### config.mk
export PLATFORM = sky130hd
export DESIGN_NAME = apb_uart_regs
export DESIGN_NICKNAME = d
export VERILOG_FILES = /design/src/rtl/apb_uart_pkg.sv /design/src/rtl/uart_sync_fifo.sv /design/src/rtl/apb_uart_regs.sv
export SDC_FILE = /design/constraint.sdc
export NUM_CORES = 1
export LEC_CHECK = 0
export CAP_MARGIN = 20
export CORE_MARGIN = 2
export CORE_UTILIZATION = 50
export CTS_BUF_LIST = sky130_fd_sc_hd__clkbuf_4
export CTS_CLUSTER_SIZE = 28
export DETAILED_ROUTE_END_ITERATION = 8
export HOLD_SLACK_MARGIN = 0.03
export PLACE_DENSITY = 0.73
export SYNTH_ARGS = -nofsm -noshare
export SYNTH_HDL_FRONTEND = slang
export SYNTH_HIERARCHICAL = 1
export SYNTH_SLANG_ARGS = --single-unit
### constraint.sdc
create_clock -name pclk -period 6.05 [get_ports pclk]
set_input_delay 0.605 -clock pclk [delete_from_list [all_inputs] [get_ports pclk]]
set_output_delay 0.605 -clock pclk [all_outputs]
set_load 0.1 [all_outputs]
### src/rtl/apb_uart_pkg.sv
`default_nettype none
// ============================================================================
// Module      : apb_uart_pkg
// Description : Register indices, CTRL/STATUS bit positions and APB FSM
//               states shared by the UART APB register slave.
// Revision    : 1.0 - initial release
// ============================================================================
package apb_uart_pkg;

    localparam int unsigned c_REG_BAUD   = 0;
    localparam int unsigned c_REG_CTRL   = 1;
    localparam int unsigned c_REG_TXDATA = 2;
    localparam int unsigned c_REG_RXDATA = 3;
    localparam int unsigned c_REG_STATUS = 4;
    localparam int unsigned c_REG_COUNT  = 5;

    localparam int unsigned c_CTRL_TX_EN = 0;
    localparam int unsigned c_CTRL_RX_EN = 1;
    localparam int unsigned c_CTRL_RX_IE = 2;
    localparam int unsigned c_CTRL_TX_IE = 3;

    localparam int unsigned c_STAT_TX_FULL  = 0;
    localparam int unsigned c_STAT_TX_EMPTY = 1;
    localparam int unsigned c_STAT_RX_VALID = 2;
    localparam int unsigned c_STAT_RX_OVR   = 3;

    typedef enum logic [0:0] {
        ST_IDLE   = 1'b0,
        ST_ACCESS = 1'b1
    } apb_state_e;

endpackage
`default_nettype wire

### src/rtl/uart_sync_fifo.sv
`default_nettype none
// ============================================================================
// Module      : uart_sync_fifo
// Description : Single-clock FIFO; full/empty resolved by an extra pointer bit.
// Revision    : 1.0 - initial release
// ============================================================================
module uart_sync_fifo #(
    parameter int unsigned WIDTH = 8,
    parameter int unsigned DEPTH = 4
) (
    input  logic             clk,
    input  logic             rst,
    input  logic             i_push,
    input  logic [WIDTH-1:0] i_din,
    input  logic             i_pop,
    output logic [WIDTH-1:0] o_dout,
    output logic             o_full,
    output logic             o_empty
);

    localparam int unsigned c_AW  = $clog2(DEPTH);
    localparam logic [c_AW:0] c_ONE = (c_AW + 1)'(1);

    logic [WIDTH-1:0] r_mem [DEPTH];
    logic [c_AW:0]    r_wr_ptr;
    logic [c_AW:0]    r_rd_ptr;
    logic             w_push;
    logic             w_pop;

    assign w_push = i_push & ~o_full;
    assign w_pop  = i_pop & ~o_empty;

    always_ff @(posedge clk) begin
        if (rst) begin
            r_wr_ptr <= '0;
            r_rd_ptr <= '0;
            for (int i = 0; i < int'(DEPTH); i++) begin
                r_mem[i] <= '0;
            end
        end else begin
            if (w_push) begin
                r_mem[r_wr_ptr[c_AW-1:0]] <= i_din;
                r_wr_ptr                  <= r_wr_ptr + c_ONE;
            end
            if (w_pop) begin
                r_rd_ptr <= r_rd_ptr + c_ONE;
            end
        end
    end

    assign o_empty = (r_wr_ptr == r_rd_ptr);
    assign o_full  = (r_wr_ptr[c_AW] != r_rd_ptr[c_AW]) &&
                     (r_wr_ptr[c_AW-1:0] == r_rd_ptr[c_AW-1:0]);
    assign o_dout  = r_mem[r_rd_ptr[c_AW-1:0]];

endmodule
`default_nettype wire

### src/rtl/apb_uart_regs.sv
`default_nettype none
// ============================================================================
// Module      : apb_uart_regs
// Description : APB register slave for the UART: BAUD/CTRL registers, TX FIFO,
//               RX capture with overrun detection and a maskable interrupt.
// Revision    : 1.0 - initial release
// ============================================================================
module apb_uart_regs
    import apb_uart_pkg::*;
#(
    parameter int unsigned DATA_W      = 8,
    parameter int unsigned ADDR_W      = 3,
    parameter int unsigned TXF_DEPTH   = 4,
    parameter int unsigned WAIT_STATES = 0,
    parameter int unsigned BAUD_RESET  = 27
) (
    input  logic              pclk,
    input  logic              preset,
    input  logic              psel,
    input  logic              penable,
    input  logic              pwrite,
    input  logic [ADDR_W-1:0] paddr,
    input  logic [DATA_W-1:0] pwdata,
    output logic [DATA_W-1:0] prdata,
    output logic              pready,
    output logic              pslverr,
    output logic [DATA_W-1:0] baud_val,
    output logic [DATA_W-1:0] tx_data,
    output logic              tx_valid,
    input  logic              tx_ready,
    input  logic [DATA_W-1:0] rx_data,
    input  logic              rx_strobe,
    output logic              irq
);

    localparam logic [1:0] c_WAIT = 2'(WAIT_STATES);

    apb_state_e        r_state;
    apb_state_e        w_state_nxt;
    logic [1:0]        r_wait_cnt;
    logic [1:0]        w_wait_cnt_nxt;
    logic              w_done;

    logic [DATA_W-1:0] r_baud;
    logic [3:0]        r_ctrl;
    logic [DATA_W-1:0] r_rx_byte;
    logic              r_rx_valid;
    logic              r_rx_overrun;

    logic [31:0]       w_idx;
    logic              w_bad_idx;
    logic              w_err;
    logic              w_wr;
    logic              w_rd;
    logic              w_rx_read;
    logic              w_tx_push;
    logic              w_tx_pop;
    logic              w_tx_full;
    logic              w_tx_empty;
    logic [DATA_W-1:0] w_status;
    logic [DATA_W-1:0] w_rdata;

    always_ff @(posedge pclk) begin
        if (preset) begin
            r_state    <= ST_IDLE;
            r_wait_cnt <= '0;
        end else begin
            r_state    <= w_state_nxt;
            r_wait_cnt <= w_wait_cnt_nxt;
        end
    end

    always_comb begin
        w_state_nxt    = r_state;
        w_wait_cnt_nxt = r_wait_cnt;
        w_done         = 1'b0;
        case (r_state)
            ST_IDLE: begin
                if (psel && !penable) begin
                    w_state_nxt    = ST_ACCESS;
                    w_wait_cnt_nxt = '0;
                end
            end
            ST_ACCESS: begin
                if (!psel) begin
                    w_state_nxt    = ST_IDLE;
                    w_wait_cnt_nxt = '0;
                end else if (penable) begin
                    if (r_wait_cnt == c_WAIT) begin
                        w_done         = 1'b1;
                        w_state_nxt    = ST_IDLE;
                        w_wait_cnt_nxt = '0;
                    end else begin
                        w_wait_cnt_nxt = r_wait_cnt + 2'd1;
                    end
                end
            end
            default: w_state_nxt = ST_IDLE;
        endcase
    end

    assign w_idx     = 32'(paddr);
    assign w_bad_idx = (w_idx >= c_REG_COUNT);
    assign w_err     = w_done && (w_bad_idx ||
                       (pwrite && (w_idx == c_REG_TXDATA) && w_tx_full) ||
                       (pwrite && (w_idx == c_REG_RXDATA)));
    assign w_wr      = w_done && pwrite && !w_err;
    assign w_rd      = w_done && !pwrite && !w_err;
    assign w_rx_read = w_rd && (w_idx == c_REG_RXDATA);
    assign w_tx_push = w_wr && (w_idx == c_REG_TXDATA);
    assign w_tx_pop  = tx_valid && tx_ready;

    always_ff @(posedge pclk) begin
        if (preset) begin
            r_baud       <= DATA_W'(BAUD_RESET);
            r_ctrl       <= '0;
            r_rx_byte    <= '0;
            r_rx_valid   <= 1'b0;
            r_rx_overrun <= 1'b0;
        end else begin
            if (w_wr && (w_idx == c_REG_BAUD)) begin
                r_baud <= pwdata;
            end
            if (w_wr && (w_idx == c_REG_CTRL)) begin
                r_ctrl <= pwdata[3:0];
            end
            if (w_wr && (w_idx == c_REG_STATUS) && pwdata[c_STAT_RX_OVR]) begin
                r_rx_overrun <= 1'b0;
            end
            if (w_rx_read) begin
                r_rx_valid <= 1'b0;
            end
            // A byte landing while the old one is being read is not an overrun.
            if (rx_strobe && r_ctrl[c_CTRL_RX_EN]) begin
                if (!r_rx_valid || w_rx_read) begin
                    r_rx_byte  <= rx_data;
                    r_rx_valid <= 1'b1;
                end else begin
                    r_rx_overrun <= 1'b1;
                end
            end
        end
    end

    always_comb begin
        w_status                  = '0;
        w_status[c_STAT_TX_FULL]  = w_tx_full;
        w_status[c_STAT_TX_EMPTY] = w_tx_empty;
        w_status[c_STAT_RX_VALID] = r_rx_valid;
        w_status[c_STAT_RX_OVR]   = r_rx_overrun;
    end

    always_comb begin
        w_rdata = '0;
        if (w_rd) begin
            case (w_idx)
                c_REG_BAUD:   w_rdata = r_baud;
                c_REG_CTRL:   w_rdata = DATA_W'(r_ctrl);
                c_REG_RXDATA: w_rdata = r_rx_byte;
                c_REG_STATUS: w_rdata = w_status;
                default:      w_rdata = '0;
            endcase
        end
    end

    uart_sync_fifo #(
        .WIDTH (DATA_W),
        .DEPTH (TXF_DEPTH)
    ) u_tx_fifo (
        .clk     (pclk),
        .rst     (preset),
        .i_push  (w_tx_push),
        .i_din   (pwdata),
        .i_pop   (w_tx_pop),
        .o_dout  (tx_data),
        .o_full  (w_tx_full),
        .o_empty (w_tx_empty)
    );

    assign prdata   = w_rdata;
    assign pready   = w_done;
    assign pslverr  = w_err;
    assign baud_val = r_baud;
    assign tx_valid = !w_tx_empty && r_ctrl[c_CTRL_TX_EN];
    assign irq      = (r_ctrl[c_CTRL_RX_IE] && (r_rx_valid || r_rx_overrun)) ||
                      (r_ctrl[c_CTRL_TX_IE] && w_tx_empty);

endmodule
`default_nettype wire

Yosys cells after proc, flatten, opt, wreduce, memory -nomap -nowiden. Memory sizes are Yosys's and may differ from the RTL's. A register that Yosys moved wholly into a read port is not among the register bits. Cells that the tools add are included.

Bits in registers: 31. RAM bits: 32. Input bits: 26. Output and inout port bits: 28. Word-level logic and storage cells: 96. Memories kept: 1.

Memories: u_tx_fifo.r_mem (depth 4, width 8, rd ports 1, clocked after Yosys merged registers in 1, write ports 4, line uart_sync_fifo.sv:24) `logic [WIDTH-1:0] r_mem [DEPTH];`.

$add $sub $neg: 3. $lt $le $gt $ge: 1. Equality and inequality tests: 9. Mux-type cells: 32. Bitwise gates (word level): 5. Reductions and logical operators: 36.

Operators by type and width (count): 32-bit zero test (1); 8-bit case mux with 4 select lines (1); 1-bit logical AND (21); 1-bit 2-to-1 mux (20); 8-bit 2-to-1 mux (2); 2-bit 2-to-1 mux (7); 8-bit OR reduction (1); 3-bit by 1-bit adder with 3-bit output, second input constant (2); 3-bit by 2-bit equality test with 1-bit output, second input constant (2); 1-bit zero test (5); 1-bit logical OR (5); 2-bit case mux with 2 select lines (1); 2-bit AND reduction (2); 3-bit by 1-bit equality test with 1-bit output, second input constant (1); 3-bit equality test (1); 3-bit equality test, second input constant (1); 3-bit >= comparator, second input constant (1); 3-bit inequality test, second input constant (1); 1-bit NOT (3); 2-bit by 1-bit adder with 2-bit output, second input constant (1); 1-bit bitwise AND (2); 2-bit equality test (1); 2-bit zero test (1); 2-bit inequality test, second input constant (1); other kinds (2) (2).

Longest topological paths before layout.
Word-level depth: 15. Mapped depth: 10. Depth with buffers taken out: 8.

By module. Netlist, hierarchy kept.

By module, submodules not included: uart_sync_fifo (instances 1, cells an instance 161, area each 1936.9 um^2, seq. area each 1121.1 um^2); apb_uart_regs (instances 1, cells an instance 197, area each 1644.1 um^2, seq. area each 500.5 um^2).

Worst setup path before layout. No wires, ideal clock.

Path kind: register -> output. Start: register u_tx_fifo.r_rd_ptr[0]. End: output port pslverr. Arrival time: 3.425 ns. Required time: 5.445 ns. Path slack: 2.020 ns. Cell stages (with the launch flop): 8. Path buffers: 1. Cells stage by stage: dfxtp_1 buf_2 xnor2_1 nand3_2 clkinv_1 or2_2 a21oi_1 nor3_1.

Cells in the longest elaborated chain, start to end: 6.

RTL lines: start: declaration (line uart_sync_fifo.sv:26) `logic [c_AW:0] r_rd_ptr;`; start signal: assignment (line uart_sync_fifo.sv:46) `r_rd_ptr <= r_rd_ptr + c_ONE;`; 2-bit equality test (line uart_sync_fifo.sv:53) `(r_wr_ptr[c_AW-1:0] == r_rd_ptr[c_AW-1:0]);`; 1-bit logical AND (line uart_sync_fifo.sv:52) `assign o_full = (r_wr_ptr[c_AW] != r_rd_ptr[c_AW]) &&`; via w_tx_full (line apb_uart_regs.sv:58) `logic w_tx_full;`; 1-bit logical AND (line apb_uart_regs.sv:105) `(pwrite && (w_idx == c_REG_TXDATA) && w_tx_full) ||`; 1-bit logical OR (line apb_uart_regs.sv:104) `assign w_err = w_done && (w_bad_idx ||`; 1-bit logical OR (line apb_uart_regs.sv:105); 1-bit logical AND (line apb_uart_regs.sv:104); end: declaration (line apb_uart_regs.sv:26) `output logic pslverr,`.

The timed path passes the listed nets, and every way through them passes these cells.

Worst setup path in the final report.
Start: register u_tx_fifo.r_rd_ptr[0]. End: output port prdata[0].

Cells in the longest elaborated chain, start to end: 9. Elaborated cells between the ends (all ways): 10. Classes of those cells: eq/ne: 1; mux: 2; reduce/logical: 7.

RTL lines: 2-bit equality test (*) (line uart_sync_fifo.sv:53); 1-bit logical AND (*) (line uart_sync_fifo.sv:52); via w_tx_full (line apb_uart_regs.sv:58); 1-bit logical AND (line apb_uart_regs.sv:105); 1-bit logical OR (line apb_uart_regs.sv:104); 1-bit logical OR (line apb_uart_regs.sv:105); 1-bit logical AND (line apb_uart_regs.sv:104); 1-bit zero test (line apb_uart_regs.sv:108) `assign w_rd = w_done && !pwrite && !w_err;`; 1-bit logical AND (line apb_uart_regs.sv:108); 8-bit 2-to-1 mux (*) (line apb_uart_regs.sv:155) `if (w_rd) begin`; end: declaration (line apb_uart_regs.sv:24) `output logic [DATA_W-1:0] prdata,`.

The timed path passes the listed nets; every way through them passes the cells marked *.

==> flow_summary.toml <==
[outcome]
status = "finished, final reports clean"

[critical_path]
cp_max_fanout = 10
critical_path_class = "reg2out"
reg2reg_depth = 9
startpoint_type = "flip-flop"
crit-reg2reg-capture = "u_tx_fifo/r_mem[3][0]"
r2r_start = "u_tx_fifo/r_wr_ptr[0]"
critical_path_depth = 7
critical-path-top-delay-family = "buffers and inverters"
regToRegSetupSlack_ns = 2.71
cp.arrival_ns = 3.57
end_kind = "primary output"
critPathMaxStageDelay_ns = 1.13
crit_path_cell_trace = "xnor2_1 > nand3_2 > clkinv_1 > mux2i_1 > o22ai_1 > and2_1 > clkdlybuf4s50_1"
critical_path_buf_inv_count = 2
crit_slowest_cell = "sky130_fd_sc_hd__clkdlybuf4s50_1"
cp_data_required_time_ns = 5.44

[worst_hold_path]
worst_hold_path.num_cells = 2
hold_path_class = "reg2reg"
hold_path_end = "r_ctrl[0]"
worst_hold_startpoint = "r_ctrl[0]"

[die]
dieArea_sq_um = 7850
die_width_microns = 88.6
pin_count = 54
fp.dieH_microns = 88.6
core-area_sq_um = 6870
floorplan.initialDensity_pct = 52.1
placement_row_count = 30

[detailed_routing]
wl_per_cell_microns = 16.4
wirelength_microns = 8180
firstDrtPassIters = 4
drt.antenna.violating_nets = 0
viasPerCell = 5.79
drt_iter0_drc = 220
route.detailed.drc = 0
vias = 2887

[global_routing]
grt_start_max_net_pins = 47
grtUsageTotal_pct = 21.7
grt_pass1_wl_microns = 13000
grt_antenna_before_repair = 0
first_global_vias = 2595
globalRouteOverflowTotal = 0

[synthesis]
distinct_cell_type_count_after_synthesis = 52
syn_nets = 388
synth_warnings = 6
ys.flop_type = "sky130_fd_sc_hd__dfxtp_1"
synth.ff_latch_count = 65
syn-cell-area_sq_um = 3580
synth_cells = 358
yosys.area.top_type = "sky130_fd_sc_hd__edfxtp_1"
synth_top_area_cells = "sky130_fd_sc_hd__edfxtp_1 (27%), sky130_fd_sc_hd__dfxtp_1 (18%), sky130_fd_sc_hd__mux2i_1 (5.6%)"
ys_async_sr_fraction_pct = 0
proportion_of_synthesized_chip_area_in_sequential_cells_pct = 45.3
synth_top_cell_area_share_pct = 26.8
post_synth.cell_area_avg_sq_um = 10.0
synth_edf_count = 32

[job]
max_cap_violations = 0

[finish]
layout.cells.most_common = "sky130_fd_sc_hd__clkdlybuf4s50_1"
final_core_utilization_pct = 62.3
seq_area_sq_um = 1620
num_antenna_cells = 0
multiInputGateArea_sq_um = 1790
final_nets = 428
num-fill-cells = 580
commonest_non_fill_non_tap_cells_in_the_layout = "sky130_fd_sc_hd__clkdlybuf4s50_1 (53), sky130_fd_sc_hd__nor2_1 (47), sky130_fd_sc_hd__dfxtp_1 (33)"
final_layout_size_suffix_gt1_share_pct = 11.4
area_growth_syn_to_layout_pct = 19.4

[sta]
period_needed_ns = 4.17
final-hold-violation-count = 0
finalMaxSlewViolations = 0
layout_skew_ns = 0.0141
worst_pin_slew_ns = 0.984
finalCritPeriodShare_pct = 69.0
finalSetupViolations = 0
achievable-frequency_mhz = 240
unrepaired_setup_endpoints_after_global_routing = "no"
fin_tns_setup_ns = 0
timing.max_slew.rel_slack_pct = 34.2

[placement]
routabilityCongestion = 0.857
io_buffers = 53
detailed_place_hpwl_microns = 5620

[cts]
tritoncts_clock_tree = "done"
cts.repair.resized = 0
clk_root_buffer_cell = "sky130_fd_sc_hd__clkbuf_4"
cts.sink_count = 65
hold_buffers = 0
post-cts-setup-buffer-count = 0
buffer_depth_of_the_longest_clock_path = 2
clk_transition_reported_paths_ns = 0.10
clkLatencyLatePin_ns = 0.41
clock_tree.htree_level_count = 3
cts_made_buffers = 9

[pwr]
power_density_nw_per_um2 = 204
ir_worst_vdd_uv = 88.9
p_leak_nw = 1.49
[how the worst max path moves through the flow]
| stage | slack [ns] | endpoint | startpoint |
|---|---|---|---|
| after floorplan | 2.02 | pslverr | u_tx_fifo/r_rd_ptr[0] |
| after global placement | 2.15 | prdata[6] | penable |
| after detailed placement | 2.12 | prdata[7] | penable |
| after CTS | 1.94 | prdata[0] | u_tx_fifo/r_rd_ptr[0] |
| after global routing | 1.60 | prdata[0] | u_tx_fifo/r_wr_ptr[0] |
| final | 1.88 | prdata[0] | u_tx_fifo/r_rd_ptr[0] |
[per-layer routing]
| layer | vias to the layer above | share of wire (%) | GRT usage [%] |
|---|---|---|---|
| met5 | - | 0 | 0 |
| met4 | 0 | 0.71 | 7.30 |
| met3 | 6 | 5.1 | 4.85 |
| met2 | 96 | 50 | 34.3 |
| met1 | 1375 | 44 | 29.6 |
| li1 | 1410 | - | - |
[where the power goes]
part           switching [mW]  internal, mW
Sequential            0.00226         0.468
Combinational          0.0476        0.0298
Clock                   0.157         0.169
[layout make-up]
cell class	instances	share of cell area, %
tap	96	2.81
clock buffer	10	1.76
multi-input combinational	255	41.8
clock inverter	6	1.93
inverter	12	1.05
sequential	65	37.9
timing repair buffer	55	12.8
[worst reg2reg max path, delay by kind of cell, from the launching register on]
family	cells	cell delay, ns
buffers and inverters	2	0.55
and+or+nand+nor	6	1.81
DFF	1	0.55
xor gates and xnor gates	1	0.30
[flip-flops by register name, summed over array words and instances (netlist names), named ones only]
name,cells
r_ctrl,4
u_tx_fifo/r_wr_ptr,3
r_rx_valid,1
r_state,1
r_wait_cnt,2
r_rx_byte,8
r_rx_overrun,1
u_tx_fifo/r_rd_ptr,3
u_tx_fifo/r_mem,32
baud_val,8
[metrics by stage]
| stage | std cells | worst slack, ns | hold WS, ns | area, sq um | power (mW) |
|---|---|---|---|---|---|
| floorplan | 358 | 2.02 | 0.443 | 3580 | 0.526 |
| global placement | 483 | 2.15 | 0.475 | 4120 | 0.556 |
| detailed placement | 483 | 2.12 | 0.475 | 4120 | 0.557 |
| CTS | 499 | 1.94 | 0.492 | 4280 | 0.877 |
| global route | 499 | 1.60 | 0.526 | 4280 | 0.901 |
| finish | 499 | 1.88 | 0.491 | 4280 | 0.873 |
[Yosys cell counts (2+ instances only)]
master and n:
sky130_fd_sc_hd__edfxtp_1 32, sky130_fd_sc_hd__mux2_2 2, sky130_fd_sc_hd__xnor2_1 2, sky130_fd_sc_hd__a31oi_1 3, sky130_fd_sc_hd__buf_2 6, sky130_fd_sc_hd__a31o_2 3, sky130_fd_sc_hd__nand2_1 29, sky130_fd_sc_hd__nand4_1 14
sky130_fd_sc_hd__mux2i_1 20, sky130_fd_sc_hd__o31ai_2 2, sky130_fd_sc_hd__inv_1 11, sky130_fd_sc_hd__o211ai_1 2, sky130_fd_sc_hd__a211o_1 2, sky130_fd_sc_hd__nor2b_1 7, sky130_fd_sc_hd__buf_6 3, sky130_fd_sc_hd__a22oi_1 4
sky130_fd_sc_hd__nor2_1 47, sky130_fd_sc_hd__nand3_1 16, sky130_fd_sc_hd__o21ai_0 8, sky130_fd_sc_hd__clkbuf_1 15, sky130_fd_sc_hd__buf_1 2, sky130_fd_sc_hd__o2111ai_1 9, sky130_fd_sc_hd__or4_1 9, sky130_fd_sc_hd__a21o_1 2
sky130_fd_sc_hd__o22ai_1 4, sky130_fd_sc_hd__ha_1 4, sky130_fd_sc_hd__dfxtp_1 33, sky130_fd_sc_hd__nand2b_1 12, sky130_fd_sc_hd__nor3_1 2, sky130_fd_sc_hd__a21oi_1 8, sky130_fd_sc_hd__mux4_2 8, sky130_fd_sc_hd__nor3b_1 4
sky130_fd_sc_hd__or4b_2 8, sky130_fd_sc_hd__and2_1 5, sky130_fd_sc_hd__xor2_1 3
[kinds of logic (layout without fill, tap and decap cells)]
family	after synthesis	in the layout	share of synthesized area, %
muxes	30	30	11.3
adders and majority gates	4	4	1.40
and+or+nand+nor	165	165	25.7
AOI/OAI and AO/OA	50	50	9.89
DFF	65	65	45.3
buffers and inverters	38	83	4.82
xor gates and xnor gates	6	6	1.68
Power figures use the tool's default switching activity.
==> edit, RTL diff (same settings) <==
The parameter `DATA_W` goes from 8 to 10.
--- a/src/rtl/apb_uart_regs.sv
+++ b/src/rtl/apb_uart_regs.sv
@@ -8,7 +8,7 @@
 module apb_uart_regs
     import apb_uart_pkg::*;
 #(
-    parameter int unsigned DATA_W      = 8,
+    parameter int unsigned DATA_W      = 10,
     parameter int unsigned ADDR_W      = 3,
     parameter int unsigned TXF_DEPTH   = 4,
     parameter int unsigned WAIT_STATES = 0,
Ports: changed (5 resized); port bits go from 54 to 64. The function was not compared with the original's and may differ.
==> edit against the unedited design <==
- fmax fell by 2.5%
- routed wire length is 14% higher
- worst setup slack got worse by 0.11 ns
- cell area grew 17%
- clock skew rose by 0.0017 ns
- register-to-register slack improved by 0.19 ns
- sequential cell count increased by 12
- total power is 8.6% higher
- count of clock-buffer cells in the layout is 1 lower
- synthesized area increased by 19%
- non-clock buffer count rose by 12
- critical path depth did not move
- critical endpoint unchanged
==> edit: results (changes against the unedited design) <==
** GRT
- The routing usage on met2 is 36.2% (was 34.3%).
- Maximum number of pins on one net before global-route repair :: 51 (was 47)
- Met1 track demand over resource in global routing :: 27.6% (was 29.6%)
- Global-route usage over all layers :: 21.3% (was 21.7%)
- Global-route wire length before repair :: 15100 um (was 13000 um)
- The initial antenna violation count is 0 (unchanged).
- Number of global-route vias before repair :: 3099 (was 2595)
- The met3 routing resource usage after global routing was 3.29% (was 4.85%).

** Yosys
- Count of yosys warnings during synthesis :: 6 (unchanged)
- Synthesized area per cell :: 10.3 sq um (was 10.0 sq um)
- The async set-or-reset flop fraction in the synthesized netlist came to 0% (unchanged).
- Post-synthesis sequential area ratio :: 45.7% (was 45.3%)
- The most common flop cell mapped by yosys is edfxtp_1 (was dfxtp_1).
- Synth area leaders :: edfxtp_1 (28%), dfxtp_1 (17%), mux4_2 (5.3%) (was edfxtp_1 (27%), dfxtp_1 (18%), mux2i_1 (5.6%))
- Post-synth EDFFs :: 40 (was 32)
- Post-synth top cells :: nor2_1 (58), edfxtp_1 (40), dfxtp_1 (37) (was nor2_1 (47), dfxtp_1 (33), edfxtp_1 (32))
- The number of distinct standard cells referenced by the synthesized netlist is 54 (was 52).
- Syn Nets :: 446 (was 388)

** Final layout
- Proportion of layout cells with a drive suffix above 1 :: 12.3% (was 11.4%)
- Most flop-heavy register :: u_tx_fifo/r_mem (unchanged)
- Net count reported at finish :: 491 (was 428)
- The antenna diode count was 0 (unchanged).
- Number of flip-flops under the largest register name :: 40 (was 32)

** Pwr
- The leakage power summed over all cells came to 1.71 nW (was 1.49 nW).
- The switching component of the power is 0.000261 W (was 0.000206 W).
- The largest voltage drop on the vdd net came to 0.0817 mV (was 0.0889 mV).

** Run status
- Run status: completed (unchanged).

** Clocking
- The number of setup buffers added after CTS came to 0 (unchanged).
- Maximum buffer depth of the clock tree :: 2 (unchanged)
- The root buffer cell was clkbuf_4 (unchanged).
- The deepest level of the CTS H-tree is 3 (unchanged).
- Clk pin slew, worst setup/hold paths :: 0.14 ns (was 0.10 ns)
- Source-to-sink clock delay at the later pin of the worst-skew pair :: 0.43 ns (was 0.41 ns)
- TritonCTS Buffers :: 9 (unchanged)
- The post-cts resize count came to 0 (unchanged).

** Critical path
- The highest net fanout along the worst path is 13 (was 10).
- The data arrival time of the critical path is 3.68 ns (was 3.57 ns).

** Route
- The violation count after the first detailed-route iteration was 247 (was 220).
- The average via count per standard cell came to 5.92 (was 5.79).
- The average wire per standard cell is 16.5 um (was 16.4 um).
- Pre-antenna DRT Iters :: 4 (unchanged)
- The via count was 3356 (was 2887).

** Placement
- HPWL after DPL :: 6340 um (was 5620 um)
- The number of cells in the design after placement was 549 (was 483).
- Number of input and output port buffers inserted :: 63 (was 53)
- The global placement routability congestion is 0.872 (was 0.857).

** Worst hold path
- The type of the worst min-delay path is flip-flop to flip-flop (unchanged).

** Timing
- Worst slew pin tran :: 0.989 ns (was 0.984 ns)
- Final worst clock skew :: 0.0158 ns (was 0.0141 ns)
-- edit: changes by cell type after synthesis, moves of 3 or more --
cell | unedited run | this run
nand2_1 | 29 | 35
or4_1 | 9 | 12
nor2_1 | 47 | 58
buf_6 | 3 | 8
dfxtp_1 | 33 | 37
edfxtp_1 | 32 | 40
-- edit: path summary, 6_finish.rpt --
check / from / slack (ns) / cells past startpoint / to
max: u_tx_fifo/r_rd_ptr[1] / 1.77 / 7 / prdata[0]
min: baud_val[6] / 0.50 / 2 / baud_val[6]
max reg2reg: u_tx_fifo/r_rd_ptr[1] / 2.90 / 7 / u_tx_fifo/r_mem[2][0]
min reg2reg: baud_val[6] / 0.50 / 2 / baud_val[6]
-- edit: per-stage QoR --
step	hold WS (ns)	worst slack [ns]	util (%)	total power (W)	cell area (sq um)
finish	0.499	1.77	60.8	0.000948	4990
global route	0.526	1.56	60.8	0.000980	4990
CTS	0.497	1.81	60.3	0.000953	4950
floorplan	0.443	1.94	-	0.000625	4250
detailed placement	0.478	1.99	58.7	0.000661	4820
global placement	0.468	2.04	58.7	0.000659	4820
-- edit: critical path, stage by stage, from the launching register on --
cell and delay, ns:
dfxtp_1 0.48, xnor2_1 0.50, nand3_2 0.21, inv_1 0.45
mux2i_1 0.15, o22ai_1 0.20, and2_1 0.15, clkdlybuf4s50_1 1.13
-- edit: layout make-up --
cell class	count	area (sq um)
clock inverters	7	62.6
repair buffers	67	684
inverters	12	45.0
flip-flops and latches	77	1940
clock buffers	9	67.6
multi-input cells	290	2060
fillers	695	3220
well taps	105	131
-- edit: logic make-up after synthesis --
family | count (synthesis) | share of synthesized area, %
XOR/XNOR | 6 | 1.95
multiplexers | 34 | 11.0
AO/OA/AOI/OAI | 55 | 9.78
flip-flops | 77 | 45.7
buffers and inverters | 45 | 5.75
adder cells (fa/ha/maj) | 4 | 1.18
AND/OR/NAND/NOR | 191 | 24.6
-- edit: power by group through the flow --
stage	clock, W	combinational [W]	sequential (W)
finish	0.000297	0.0000917	0.000559
global route	0.000321	0.0000979	0.000561
CTS	0.000303	0.0000901	0.000560
detailed placement	0	0.0000900	0.000571
global placement	0	0.0000888	0.000571
floorplan	0	0.0000539	0.000571
-- edit: metal layers --
layer / vias to the layer above / part of all wire [%]
li1: 1614 / -
met2: 104 / 51
met1: 1625 / 42
met3: 13 / 5.1
met5: - / 0
met4: 0 / 1.5
